**config.mk**
```make
export PLATFORM = sky130hd
export DESIGN_NAME = audio_sample_fetcher
export DESIGN_NICKNAME = d
export VERILOG_FILES = /design/src/rtl/audio_sample_fetcher.sv
export SDC_FILE = /design/constraint.sdc
export NUM_CORES = 1
export LEC_CHECK = 0
export ABC_AREA = 0
export CAP_MARGIN = 40
export CORE_AREA = 2 2 181 183
export DETAILED_ROUTE_END_ITERATION = 8
export DIE_AREA = 0 0 183 185
export MAX_ROUTING_LAYER = met4
export PLACE_DENSITY_LB_ADDON = 0.2
export SYNTH_ARGS = -nofsm -noshare
export SYNTH_HDL_FRONTEND = slang
export SYNTH_SLANG_ARGS = --single-unit
```
**constraint.sdc**
```tcl
create_clock -name clk -period 5.1 [get_ports clk]
set_input_delay 0.51 -clock clk [delete_from_list [all_inputs] [get_ports clk]]
set_output_delay 0.51 -clock clk [all_outputs]
set_load 0.02 [all_outputs]
```
**src/rtl/audio_sample_fetcher.sv**
```systemverilog
// Sample fetcher for the audio channel bank: on each lrclk rising edge it sweeps the
// active channels and reads one 16-bit sample per channel through a single memory port.
module audio_sample_fetcher #(
    parameter int CHANNELS = 8,
    parameter int ADDR_W   = 32
) (
    input  logic                         clk,
    input  logic                         rst,
    input  logic                         lrclk,
    input  logic [CHANNELS*ADDR_W-1:0]   i_channelAddress,
    input  logic [CHANNELS-1:0]          i_channelActive,
    output logic                         o_memReq,
    output logic [ADDR_W-1:0]            o_memAddr,
    input  logic                         i_memAck,
    input  logic [15:0]                  i_memData,
    output logic [CHANNELS*16-1:0]       o_sample,
    output logic [CHANNELS-1:0]          o_ready,
    output logic [15:0]                  o_underrunCount
);

    // idx must be able to reach CHANNELS (one past the last slot)
    localparam int IDX_W = 5;

    typedef enum logic [2:0] {
        S_IDLE,
        S_SETTLE,
        S_SCAN,
        S_FETCH,
        S_GAP
    } state_t;

    state_t             r_state;
    state_t             w_stateNext;
    logic               r_lrclkPrev;
    logic               w_tick;
    logic [IDX_W-1:0]   r_idx;
    logic [IDX_W-1:0]   w_idxNext;
    logic               r_discard;
    logic               w_discardNext;
    logic               w_reqNext;
    logic               w_addrLoad;
    logic               w_write;
    logic               w_found;
    logic [IDX_W-1:0]   w_sel;
    logic [ADDR_W-1:0]  w_selAddr;

    function automatic logic [4:0] popcount(input logic [CHANNELS-1:0] v);
        logic [4:0] n;
        n = '0;
        for (int k = 0; k < CHANNELS; k++) begin
            n = n + {4'b0, v[k]};
        end
        return n;
    endfunction

    function automatic logic [15:0] sat_add(input logic [15:0] a, input logic [4:0] b);
        logic [16:0] s;
        s = {1'b0, a} + {12'b0, b};
        return s[16] ? 16'hFFFF : s[15:0];
    endfunction

    assign w_tick = lrclk & ~r_lrclkPrev;

    // Descending loop so the lowest qualifying slot wins
    always_comb begin
        w_found   = 1'b0;
        w_sel     = '0;
        w_selAddr = '0;
        for (int k = CHANNELS - 1; k >= 0; k--) begin
            if (i_channelActive[k] && (IDX_W'(k) >= r_idx)) begin
                w_found   = 1'b1;
                w_sel     = IDX_W'(k);
                w_selAddr = i_channelAddress[k*ADDR_W +: ADDR_W];
            end
        end
    end

    always_comb begin
        w_stateNext   = r_state;
        w_idxNext     = r_idx;
        w_discardNext = r_discard;
        w_reqNext     = o_memReq;
        w_addrLoad    = 1'b0;
        w_write       = 1'b0;
        case (r_state)
            S_IDLE: begin
                if (w_tick) begin
                    w_stateNext = S_SETTLE;
                    w_idxNext   = '0;
                end
            end
            S_SETTLE: begin
                w_idxNext   = '0;
                w_stateNext = w_tick ? S_SETTLE : S_SCAN;
            end
            S_SCAN: begin
                if (w_tick) begin
                    w_stateNext = S_SETTLE;
                    w_idxNext   = '0;
                    w_reqNext   = 1'b0;
                end else if (w_found) begin
                    w_stateNext = S_FETCH;
                    w_idxNext   = w_sel;
                    w_reqNext   = 1'b1;
                    w_addrLoad  = 1'b1;
                end else begin
                    w_stateNext = S_IDLE;
                end
            end
            S_FETCH: begin
                // A tick cannot withdraw the request; it only marks the reply as stale
                if (i_memAck) begin
                    w_reqNext = 1'b0;
                    if (w_tick || r_discard) begin
                        w_stateNext   = S_SETTLE;
                        w_idxNext     = '0;
                        w_discardNext = 1'b0;
                    end else begin
                        w_write     = 1'b1;
                        w_idxNext   = r_idx + IDX_W'(1);
                        w_stateNext = S_GAP;
                    end
                end else if (w_tick) begin
                    w_discardNext = 1'b1;
                end
            end
            S_GAP: begin
                if (w_tick) begin
                    w_stateNext = S_SETTLE;
                    w_idxNext   = '0;
                end else begin
                    w_stateNext = S_SCAN;
                end
            end
            default: begin
                w_stateNext   = S_IDLE;
                w_idxNext     = '0;
                w_discardNext = 1'b0;
                w_reqNext     = 1'b0;
            end
        endcase
    end

    always_ff @(posedge clk or negedge rst) begin
        if (!rst) begin
            r_state         <= S_IDLE;
            r_lrclkPrev     <= 1'b0;
            r_idx           <= '0;
            r_discard       <= 1'b0;
            o_memReq        <= 1'b0;
            o_memAddr       <= '0;
            o_sample        <= '0;
            o_ready         <= '0;
            o_underrunCount <= '0;
        end else begin
            r_state     <= w_stateNext;
            r_lrclkPrev <= lrclk;
            r_idx       <= w_idxNext;
            r_discard   <= w_discardNext;
            o_memReq    <= w_reqNext;
            if (w_addrLoad) begin
                o_memAddr <= w_selAddr;
            end
            // Channels consume o_ready in the tick cycle, so count misses before clearing
            if (w_tick) begin
                o_ready         <= '0;
                o_underrunCount <= sat_add(o_underrunCount,
                                           popcount(i_channelActive & ~o_ready));
            end
            for (int k = 0; k < CHANNELS; k++) begin
                if (w_write && (r_idx == IDX_W'(k))) begin
                    o_ready[k]           <= 1'b1;
                    o_sample[k*16 +: 16] <= i_memData;
                end
            end
        end
    end

endmodule
```
==> key figures <==
Worst setup path
  • Critical-path cell list: clkdlybuf4s50_1 -> nor2b_1 -> fa_1 -> inv_1 -> fa_1 -> inv_1 -> fa_1 -> fa_1 -> fa_1 -> a21o_1 -> a21oi_1 -> nor3b_1 -> nand3_1 -> nand2_1 -> mux2_2
  • Internal reg-to-reg setup slack: around 0.82 ns
  • Worst r2r src: o_underrunCount[0]
  • Crit. End Element: flop
  • CP startpoint kind: primary input
  • Cells on worst reg2reg path: 13
  • Worst path max stage delay: between 0.5 and 0.6 ns
  • Crit path DAT: just under 5 ns
  • Cell with the largest stage delay on the worst path: fa_1
  • Crit-path max FO: 7
  • Worst Path Required: 5.44 ns
  • Cell mode on critical path: fa_1
  • RR Endpoint: o_underrunCount[13]
  • WS Path Type: primary input to flop

Placed design
  • Cell Area, Placed: between 15000 and 20000 µm²
  • Routability cong.: about 0.98
  • Hpwl dp: around 33000 µm
  • IO Port Bufs: approximately 470
  • Worst slack, placed: 0.160 ns

Clocking
  • Num CTS Buffers: 17
  • CTS tree: built
  • Clock-pin transition on the worst setup and hold timing paths: ~0.080 ns
  • Max H-tree Level: 4
  • Post-CTS setup buffers: 0
  • CTS Root Cell: clkbuf_16
  • Clock Sinks: 195
  • Hold-fix buffers, CTS: 0
  • Clock buffer depth: 2
  • Worst skew pair latency: about 0.45 ns
  • Post-CTS sizing: 0

Drt
  • WL/cell: ~24 µm
  • Antenna-violating nets left: 0
  • WL final: around 46000 µm
  • Remaining DRCs: 0
  • First DRT Iteration DRCs: 722
  • Via count: roughly 11000
  • TritonRoute pass-1 iters: 5
  • Vias/cell: roughly 5.5

Floorplan
  • Core area: approximately 32000 µm²
  • Die Height: 185 µm
  • Initial core utilization: 0.332
  • Ports: approximately 470
  • Die area: 33900 µm²
  • Row count: 66
  • Die width: around 180 µm

STA
  • Endpoints failing setup: 0
  • Final period util: 0.878
  • Final worst path period need: approximately 4.5 ns
  • Final hold violations: 0
  • Fmax achieved: between 200 and 250 MHz
  • Max_slew headroom: 0.446
  • Sum Neg Setup Slack: 0 ns
  • Worst Skew: around 0.024 ns
  • Fin Hold WS: between 0.09 and 0.1 ns
  • Final WS setup: just over 0.6 ns
  • Final Max Slew Viols: 0
  • Worst-margin pin slew: between 0.8 and 0.9 ns
  • RSZ-0062 raised after global routing: false

Final layout
  • Fin area: between 15000 and 20000 µm²
  • Most common cell after layout, fill and taps aside: clkdlybuf4s50_1
  • Commonest cells after routing, fill and taps aside: 466 x clkdlybuf4s50_1, 195 x dfrtp_1, 121 x mux2_2
  • Fill cells: around 3000
  • Synth-to-layout area growth: 55.0%
  • Layout cells sized above 1: 0.139
  • NumNets Final: 1784

Yosys
  • Post-Syn Area: about 11000 µm²
  • Yosys warns: 0
  • Post-synth EDFFs: 0
  • Sequential area share after synthesis: 0.459
  • Post-synth top flop: dfrtp_1
  • Avg Cell Area, Syn: slightly above 10 µm²
  • Cell count after synthesis: approximately 1000
  • Yosys reg bits: about 200
  • Async SR Flop Fraction: 1.00
  • Syn Nets: 1347
  • Post-synth cell types: 61

Outcome
  • Status: finished clean

GRT
  • Initial antenna violation count: 11
  • Grt ovf: 0
  • First-pass GRT wire length: ~67000 µm
  • Aggregate global-route resource usage: 0.272
  • Largest net degree at the start of global routing: between 70 and 80
  • Number of global-route vias before repair: 10800

Power
  • PwrDens: about 470 nW/µm²
  • Overall Power: between 7 and 8 mW
  • Worst VDD drop: between 0.3 and 0.4 mV
  • Leak: around 7 nW

Worst hold path
  • Worst Hold Class: primary input to async pin

Run
  • Max Cap Viol: 0
layer usage:
| layer | global-route usage | vias to the layer above | wire [µm] |
|---|---|---|---|
| met5 | - | - | 0 |
| met4 | 0.112 | 0 | 1480 |
| met3 | 0.0881 | 82 | 4300 |
| met2 | 0.420 | 483 | 21600 |
| met1 | 0.330 | 5193 | 18500 |
| li1 | - | 4795 | - |
cell type report:
cell class,count,area [µm²],share of cell area
clock inverter,15,208,0.0126
tap,408,510,0.0310
multi-input combinational,760,5400,0.327
clock buffer,17,425,0.0258
sequential,195,4880,0.296
antenna,12,30.0,0.00182
inverter,8,30.0,0.00182
timing repair buffer,504,5010,0.304
Yosys cell counts (8+ instances only):
master / n / area, µm²
dfrtp_1: 195 / 4880
mux2_2: 121 / 1360
nand2_1: 104 / 390
nand3_1: 93 / 465
a21oi_1: 69 / 345
clkbuf_1: 59 / 221
o21ai_0: 33 / 165
nor2_1: 31 / 116
o221ai_1: 29 / 254
nor3_1: 25 / 125
o211ai_1: 23 / 173
o21a_1: 21 / 158
o22a_1: 21 / 184
a211oi_1: 19 / 143
or3_1: 19 / 119
a21o_1: 17 / 128
buf_2: 15 / 75.1
a22o_1: 12 / 105
a221oi_1: 11 / 96.3
a31oi_1: 11 / 68.8
ha_1: 9 / 113
mux2_1: 9 / 101
and3_1: 8 / 50.1
inv_1: 8 / 30.0
how the worst max path moves through the flow:
stage,cells past startpoint,startpoint,end
final,15,i_channelActive[0],o_underrunCount[13]
after global routing,15,i_channelActive[0],o_underrunCount[11]
after CTS,15,i_channelActive[0],o_underrunCount[13]
after detailed placement,15,i_channelActive[0],o_underrunCount[13]
after global placement,15,i_channelActive[0],o_underrunCount[11]
after floorplan,15,i_channelActive[2],o_underrunCount[0]
power breakdown:
part	switching [mW]	total (mW)	internal, mW
combinational	2.04	3.87	1.83
sequential	0.340	2.34	2.00
clock	0.700	1.46	0.759
per-stage QoR:
stage / instances / utilization
CTS: 1907 / 0.514
global route: 1918 / 0.515
detailed placement: 1875 / 0.494
finish: 1919 / 0.515
global placement: 1869 / 0.491
floorplan: 1049 / -
worst max-delay path: cells and delay by family:
kind                       cells  cell delay [ns]
muxes                          1             0.26
buffers and inverters          3             0.55
adders and majority gates      5             2.44
and+or+nand+nor                4             0.59
AOI/OAI and AO/OA              2             0.44
flip-flops by register name (all words and copies together) (netlist names):
name,cells
o_sample,128
o_memAddr,32
o_underrunCount,16
o_ready,8
r_idx,5
r_state,3
o_memReq,1
r_discard,1
r_lrclkPrev,1
kinds of logic after synthesis:
kind of cell / share of synthesized area
xor+xnor: 0.00659
mux: 0.139
buf+inv: 0.0378
compound gates: 0.189
simple gates: 0.149
flops: 0.459
fa+ha+maj: 0.0200
Power figures use the tool's default switching activity.
